File: config.mk
export PLATFORM = sky130hd
export DESIGN_NAME = spike_rate_decoder
export DESIGN_NICKNAME = d
export VERILOG_FILES = /design/src/rtl/snn_pkg.sv /design/src/rtl/spike_isi_timer.sv /design/src/rtl/spike_rate_decoder.sv
export SDC_FILE = /design/constraint.sdc
export NUM_CORES = 1
export LEC_CHECK = 0
export BUFFER_PORTS_ARGS = -buffer_cell sky130_fd_sc_hd__clkbuf_2
export CAP_MARGIN = 20
export CORE_AREA = 2 2 64 66
export DETAILED_ROUTE_END_ITERATION = 7
export DIE_AREA = 0 0 66 68
export HOLD_SLACK_MARGIN = 0.08
export PLACE_DENSITY = 0.62
export SYNTH_ARGS = -nofsm -noshare
export SYNTH_HDL_FRONTEND = slang
export SYNTH_SLANG_ARGS = --single-unit
File: constraint.sdc
create_clock -name clk -period 1.9 [get_ports clk]
set_input_delay 0.19 -clock clk [delete_from_list [all_inputs] [get_ports clk]]
set_output_delay 0.19 -clock clk [all_outputs]
set_load 0.02 [all_outputs]
File: src/rtl/snn_pkg.sv
// Shared SNN types, defaults and helpers.
// Used by the spike rate decoder and the neuron core.
package snn_pkg;

   typedef enum logic {
      IDLE  = 1'b0,
      COUNT = 1'b1
   } dec_state_t;

   localparam int DEFAULT_WINDOW_LEN = 256;

   function automatic logic [31:0] sat_inc(
      input logic [31:0] v,
      input logic [31:0] max_v
   );
      return (v >= max_v) ? max_v : v + 32'd1;
   endfunction

endpackage

File: src/rtl/spike_isi_timer.sv
// Inter-spike interval timer: cycles since last spike, latched on each spike.
// isi already reflects a spike arriving in the current cycle.
module spike_isi_timer
   import snn_pkg::*;
#(
   parameter int ISI_WIDTH = 12
) (
   input  logic                 clk,
   input  logic                 rst,
   input  logic                 clr,
   input  logic                 spike_in,
   output logic [ISI_WIDTH-1:0] isi,
   output logic                 isi_seen
);

   localparam logic [ISI_WIDTH-1:0] ISI_MAX = '1;

   logic [ISI_WIDTH-1:0] timer_q;
   logic [ISI_WIDTH-1:0] last_q;
   logic                 seen_q;
   logic [ISI_WIDTH-1:0] timer_inc;

   assign timer_inc = ISI_WIDTH'(sat_inc(32'(timer_q), 32'(ISI_MAX)));
   assign isi       = (spike_in && seen_q) ? timer_inc : last_q;
   assign isi_seen  = seen_q || spike_in;

   always_ff @(posedge clk) begin
      if (rst || clr) begin
         timer_q <= '0;
         last_q  <= '0;
         seen_q  <= 1'b0;
      end else if (spike_in) begin
         if (seen_q) last_q <= timer_inc;
         timer_q <= '0;
         seen_q  <= 1'b1;
      end else begin
         timer_q <= timer_inc;
      end
   end

endmodule

File: src/rtl/spike_rate_decoder.sv
// Spike-train to rate decoder: per-window spike count and ISI over valid/ready.
// Define ISI_MEASURE_EN to build the ISI timer; otherwise isi_out is tied to 0.
module spike_rate_decoder
   import snn_pkg::*;
#(
   parameter int WINDOW_LEN = DEFAULT_WINDOW_LEN,
   parameter int CNT_WIDTH  = 9,
   parameter int ISI_WIDTH  = 12
) (
   input  logic                 clk,
   input  logic                 rst,
   input  logic                 enable,
   input  logic                 spike_in,
   input  logic                 out_ready,
   output logic                 out_valid,
   output logic [CNT_WIDTH-1:0] rate_out,
   output logic [ISI_WIDTH-1:0] isi_out,
   output logic                 overrun
);

   localparam int WW = $clog2(WINDOW_LEN);
   localparam logic [WW-1:0]        WIN_LAST = WW'(WINDOW_LEN - 1);
   localparam logic [CNT_WIDTH-1:0] CNT_MAX  = '1;

   dec_state_t           state_q, state_d;
   logic [WW-1:0]        win_q, win_d;
   logic [CNT_WIDTH-1:0] spk_q, spk_d;
   logic                 valid_q, valid_d;
   logic [CNT_WIDTH-1:0] rate_q, rate_d;
   logic [ISI_WIDTH-1:0] isi_q, isi_d;
   logic                 ovr_q, ovr_d;

   logic                 counting;
   logic                 close;
   logic                 xfer;
   logic [CNT_WIDTH-1:0] spk_now;
   logic [ISI_WIDTH-1:0] isi_val;

   assign counting = (state_q == COUNT) && enable;
   assign close    = counting && (win_q == WIN_LAST);
   assign xfer     = valid_q && out_ready;
   assign spk_now  = spike_in
                   ? CNT_WIDTH'(sat_inc(32'(spk_q), 32'(CNT_MAX)))
                   : spk_q;

`ifdef ISI_MEASURE_EN
   logic [ISI_WIDTH-1:0] isi_raw;
   logic                 isi_seen;

   // Tracking is held cleared whenever no window is being counted.
   spike_isi_timer #(
      .ISI_WIDTH (ISI_WIDTH)
   ) u_isi (
      .clk      (clk),
      .rst      (rst),
      .clr      (!counting),
      .spike_in (spike_in && counting),
      .isi      (isi_raw),
      .isi_seen (isi_seen)
   );

   assign isi_val = isi_seen ? isi_raw : '0;
`else
   assign isi_val = '0;
`endif

   always_ff @(posedge clk) begin
      if (rst) begin
         state_q <= IDLE;
         win_q   <= '0;
         spk_q   <= '0;
         valid_q <= 1'b0;
         rate_q  <= '0;
         isi_q   <= '0;
         ovr_q   <= 1'b0;
      end else begin
         state_q <= state_d;
         win_q   <= win_d;
         spk_q   <= spk_d;
         valid_q <= valid_d;
         rate_q  <= rate_d;
         isi_q   <= isi_d;
         ovr_q   <= ovr_d;
      end
   end

   always_comb begin
      state_d = state_q;
      win_d   = win_q;
      spk_d   = spk_q;
      valid_d = valid_q;
      rate_d  = rate_q;
      isi_d   = isi_q;
      ovr_d   = ovr_q;

      unique case (state_q)
         IDLE: begin
            if (enable) begin
               state_d = COUNT;
               win_d   = '0;
               spk_d   = '0;
            end
         end
         COUNT: begin
            if (!enable) begin
               state_d = IDLE;
            end else if (close) begin
               win_d = '0;
               spk_d = '0;
            end else begin
               win_d = win_q + WW'(1);
               spk_d = spk_now;
            end
         end
      endcase

      if (xfer) valid_d = 1'b0;

      // A full, unaccepted output wins over the new result.
      if (close) begin
         if (!valid_q || out_ready) begin
            valid_d = 1'b1;
            rate_d  = spk_now;
            isi_d   = isi_val;
         end else begin
            ovr_d = 1'b1;
         end
      end
   end

   assign out_valid = valid_q;
   assign rate_out  = rate_q;
   assign isi_out   = isi_q;
   assign overrun   = ovr_q;

endmodule

== After elaboration in Yosys (flattened, before gate mapping) ==
Index checks and enable logic that the tools add are counted.
Word-level totals
  ROM bits: 0
  flip-flop bits (word level): 29
  output and inout bits: 23
  memory bits (writable): 0
  memories kept: 0
  logic and storage cells: 36
  bits in latches: 0
Operators by class
  multiplexer cells: 14
  multiply operators: 0
  reductions and logical operators: 8
  bitwise logic cells: 2
  divide/modulo/power cells: 0
  eq/ne operators: 3
  add/subtract/negate cells: 2
  magnitude comparators: 1
  shift-type cells: 0
Operators by type and width (number)
  $mux W9: 5
  $mux W8: 3
  $pmux W9 S2: 1
  $pmux W8 S2: 1
  $add A9 B1 Y9 const B: 1
  $ge A9 B9 Y1 const B: 1
  $add A8 B1 Y8 const B: 1
  $eq A8 B8 Y1 const B: 1
  $reduce_and A2 Y1: 3
  $mux W1: 4
  $ne A2 B2 Y1 const B: 2
  $logic_and A1 B1 Y1: 3
  $not A1 Y1: 2
  $logic_not A1 Y1: 1
  $logic_or A1 B1 Y1: 1

== Logic depth before layout (Yosys ltp) ==
  depth in word-level cells: 6
  gate-level depth with buffers: 8
  mapped depth without buffers: 8

== Worst setup path after synthesis ==
Ideal clock, no wire load.
  path type: register to register
  start: reg spk_q[0]
  end: reg spk_q[8]
  required time: 1772 ps
  path slack: 178 ps
  stages on the path, launching flop included: 9
  arrival time: 1595 ps
  setup time: 128 ps
  path through: dfxtp_1 > ha_1 > nand3_1 > nor3_1 > ha_1 > nor3b_1 > o32ai_1 > a22oi_1 > nor2_1
Between the ends
  cells in the longest elaborated chain, start to end: 6
RTL lines
  start: declaration: RTL line spike_rate_decoder.sv:27  | logic [CNT_WIDTH-1:0] spk_q, spk_d;
  start signal: assignment: RTL line spike_rate_decoder.sv:79  | spk_q <= spk_d;
  $add A9 B1 Y9 / $ge A9 B9 Y1 (equally long branches): RTL line snn_pkg.sv:16  | return (v >= max_v) ? max_v : v + 32'd1;
  $mux W9 *: RTL line snn_pkg.sv:16
  $mux W9 *: RTL line spike_rate_decoder.sv:43  | ? CNT_WIDTH'(sat_inc(32'(spk_q), 32'(CNT_MAX)))
  $mux W9 *: RTL line spike_rate_decoder.sv:107  | end else if (close) begin
  $mux W9 *: RTL line spike_rate_decoder.sv:105  | if (!enable) begin
  $pmux W9 S2 *: RTL line spike_rate_decoder.sv:96  | unique case (state_q)
Mark *: on every way between the ends. The rest lies on a longest branch, timed or not. The select of a mux whose other input is x is not followed.
A chain may end at the register's enable or synchronous reset.

== Worst setup path in the final report ==
  start: reg spk_q[1]
  end: reg rate_q[4] (netlist: rate_out[4])
Between the ends
  cells in the longest elaborated chain, start to end: 3
RTL lines
  $add A9 B1 Y9 / $ge A9 B9 Y1 (equally long branches): RTL line snn_pkg.sv:16
  $mux W9 *: RTL line snn_pkg.sv:16
  $mux W9 *: RTL line spike_rate_decoder.sv:43
  end signal: assignment: RTL line spike_rate_decoder.sv:81  | rate_q <= rate_d;
  end: declaration: RTL line spike_rate_decoder.sv:29  | logic [CNT_WIDTH-1:0] rate_q, rate_d;
Mark *: on every way between the ends. The rest lies on a longest branch, timed or not.

==> flow_summary.ini <==
[detailed_routing]
vias_per_cell = 5.45
drc = 0
wire_per_inst_um = 13.9
drt_iter0_drc = 107
drtPass1Iterations = 5
drt_wl_total_um = 3780
vias = 1477
ant_nets = 0

[power_and_ir_drop]
ir_drop_mv = 0.422
p_per_area_nw_per_um2 = 644
p_leak_nw = 0.737
power_w = 0.00122

[clock_tree]
insertion_delay_ns = 0.28
cts_made_buffers = 5
cts_tree = yes
cts.htree.levels = 2
clock_path_buffers = 2
cts.hold.buffers_added = 0
clock-sinks = 29
post_cts_buffers = 0
cts_root_buf = clkbuf_8
cts_resized = 0
clk_pin_slew_ns = 0.07

[place]
place.gp.congestion = 0.804
placed_cells = 264
io_buffers = 15
hpwlAfterDp_um = 2660
placed_cell_area_sq_um = 1790

[timing]
hold_ws_ns = 0.252
post-route-period-util_pct = 93.5
min_period_ns = 1.78
skew_ns = 0.00734
tns_ns = 0
final_max_slew_viol_count = 0
finalHoldViolations = 0
rsz0062_at_grt = true
setup_viol = 0
max_freq_mhz = 563

[global_routing]
antenna_found_initial = 0
grt.overflow.total = 0
grt_pass1_vias = 1343
grt_max_degree = 27
grt_pass1_wl_um = 6150
grtUsageTotal_pct = 18.0

[logic_synthesis]
yosys-top-cells-area = dfxtp_1, buf_4, nor2_1, a21oi_1, a211oi_1
synth-edff-count = 0
synth.distinct_cells = 50
syn_inst = 194
syn_area_sq_um = 1630
yosysTopAreaCellShare_pct = 35.7
synthFlopType = dfxtp_1
yosysTopAreaCell = dfxtp_1
ys.warnings.count = 0
ys_async_sr_fraction_pct = 0
synth-seq-area-share_pct = 35.7
synth_seq_cells = 29
syn_area_per_cell_sq_um = 8.38

[setup_path]
cpPeakStageDelay_ns = 0.34
worstSetupPathType = flip-flop to flip-flop
start_kind = flip-flop
crit_path_end_kind = flip-flop
critPathMaxFanout = 9
cp.arrival_ns = 1.96
cp_data_required_time_ns = 2.08
crit_path_top_delay_cell = dfxtp_1
cp_cell_sequence = ha_1 -> nand3_1 -> nor3_2 -> ha_2 -> inv_1 -> o31ai_4 -> a21boi_2 -> a211oi_1

[die]
pin_count = 28
rows = 23
core_sq_um = 3860
die_area_sq_um = 4490
start_util_pct = 42.2
die_h_um = 68
die-width_um = 66

[run_status]
outcome = finished, final reports clean

[layout]
num-nets-final = 229
fillers = 373
syn_to_final_growth_pct = 16.2
post_layout_nonfiller_instances = 271
design_area_sq_um = 1890
diodes = 0
drive_gt1_share_pct = 23.1

[job]
cap_violations = 0

[worst_hold_path]
holdCritPathClass = primary input to flip-flop
[state kept, by name, indices dropped and copies added, names as in the netlist]
name,count
out_valid,1
overrun,1
rate_out,9
spk_q,9
state_q,1
win_q,8
[kinds of logic after synthesis]
logic type | Yosys count | synth area share [%]
compound gates | 56 | 25.2
xor+xnor | 4 | 2.15
fa+ha+maj | 3 | 2.31
buf+inv | 31 | 10.8
flops | 29 | 35.7
mux | 3 | 1.85
other cells | 1 | 0.231
simple gates | 67 | 21.7
[per-stage QoR]
stage	utilization [%]	worst slack (ns)
4_1_cts	48.6	0.0147
6_report	49.0	0.123
3_3_place_gp	46.3	0.0457
2_1_floorplan	-	0.178
3_5_place_dp	46.3	0.0361
5_1_grt	49.0	-0.0647
[routing by layer]
layer,part of all wire [%],global-route usage (%),wire [um]
met5,0,0,0
met4,1.0,6.38,38
met3,6.4,4.77,242
met2,44,27.4,1670
met1,48,24.5,1830
[worst max-delay path, delay by kind of cell (launching register included)]
| family | cells | cell delay [ns] |
|---|---|---|
| buffers and inverters | 1 | 0.08 |
| adders and majority gates | 2 | 0.40 |
| DFF | 1 | 0.34 |
| and+or+nand+nor | 2 | 0.29 |
| AOI/OAI and AO/OA | 3 | 0.56 |
[synthesized netlist by cell type (2+ instances only)]
library cell and number:
and3_1 6, a211oi_1 8, o21ai_0 8, clkbuf_1 4
nor3_1 5, buf_2 4, xor2_1 2, o32ai_1 4
a311oi_1 2, a32o_1 2, nor2b_1 3, dfxtp_1 29
xnor2_1 2, nor2_1 21, nand3_1 6, nand4_1 2
mux2i_1 3, inv_1 8, a21oi_1 14, nand4_2 2
clkbuf_2 2, nand2_1 15, o211ai_1 2, buf_4 12
ha_1 3
[placed cells by master (no fill, tap or decap), types with 2 or more instances in the layout]
cell type,instances
dfxtp_1,29
clkbuf_8,6
buf_4,17
a211oi_1,6
xor2_1,2
nand4_2,2
and3_1,6
ha_1,2
nand3_1,6
xnor2_1,2
nand4_1,2
clkbuf_2,15
nor2_1,21
o211ai_1,2
a32o_1,2
inv_1,8
a211oi_2,3
nand2_1,15
mux2i_1,3
o21ai_0,7
a21oi_1,14
a311oi_1,2
nor2b_1,3
conb_1,12
nor3_1,4
o32ai_1,4
[final cells by class]
type	instances	area, sq um	share of cell area (%)
timing repair buffer	32	203	10.7
sequential	29	581	30.7
multi-input combinational	145	928	49.1
tap	50	62.6	3.31
clock buffer	7	86.3	4.57
inverter	8	30.0	1.59
[final timing paths]
check,start,endpoint,slack [ns],cells after the start
hold / removal,out_ready,out_valid$_SDFF_PP0_,0.25,4
setup / recovery,spk_q[1]$_SDFFE_PP0P_,rate_out[4]$_SDFFE_PP0P_,0.12,8
setup reg to reg,spk_q[1]$_SDFFE_PP0P_,rate_out[4]$_SDFFE_PP0P_,0.12,8
hold reg to reg,rate_out[0]$_SDFFE_PP0P_,rate_out[0]$_SDFFE_PP0P_,0.46,2
[power by group]
group	total, W	leakage, nW	switching, W	internal (W)
Combinational	0.0000872	0.459	0.0000655	0.0000217
Clock	0.000516	0.0443	0.000229	0.000287
Sequential	0.000613	0.234	0.00000253	0.000611
Total	0.00122	0.737	0.000298	0.000919
(Power assumes the default switching activity.)
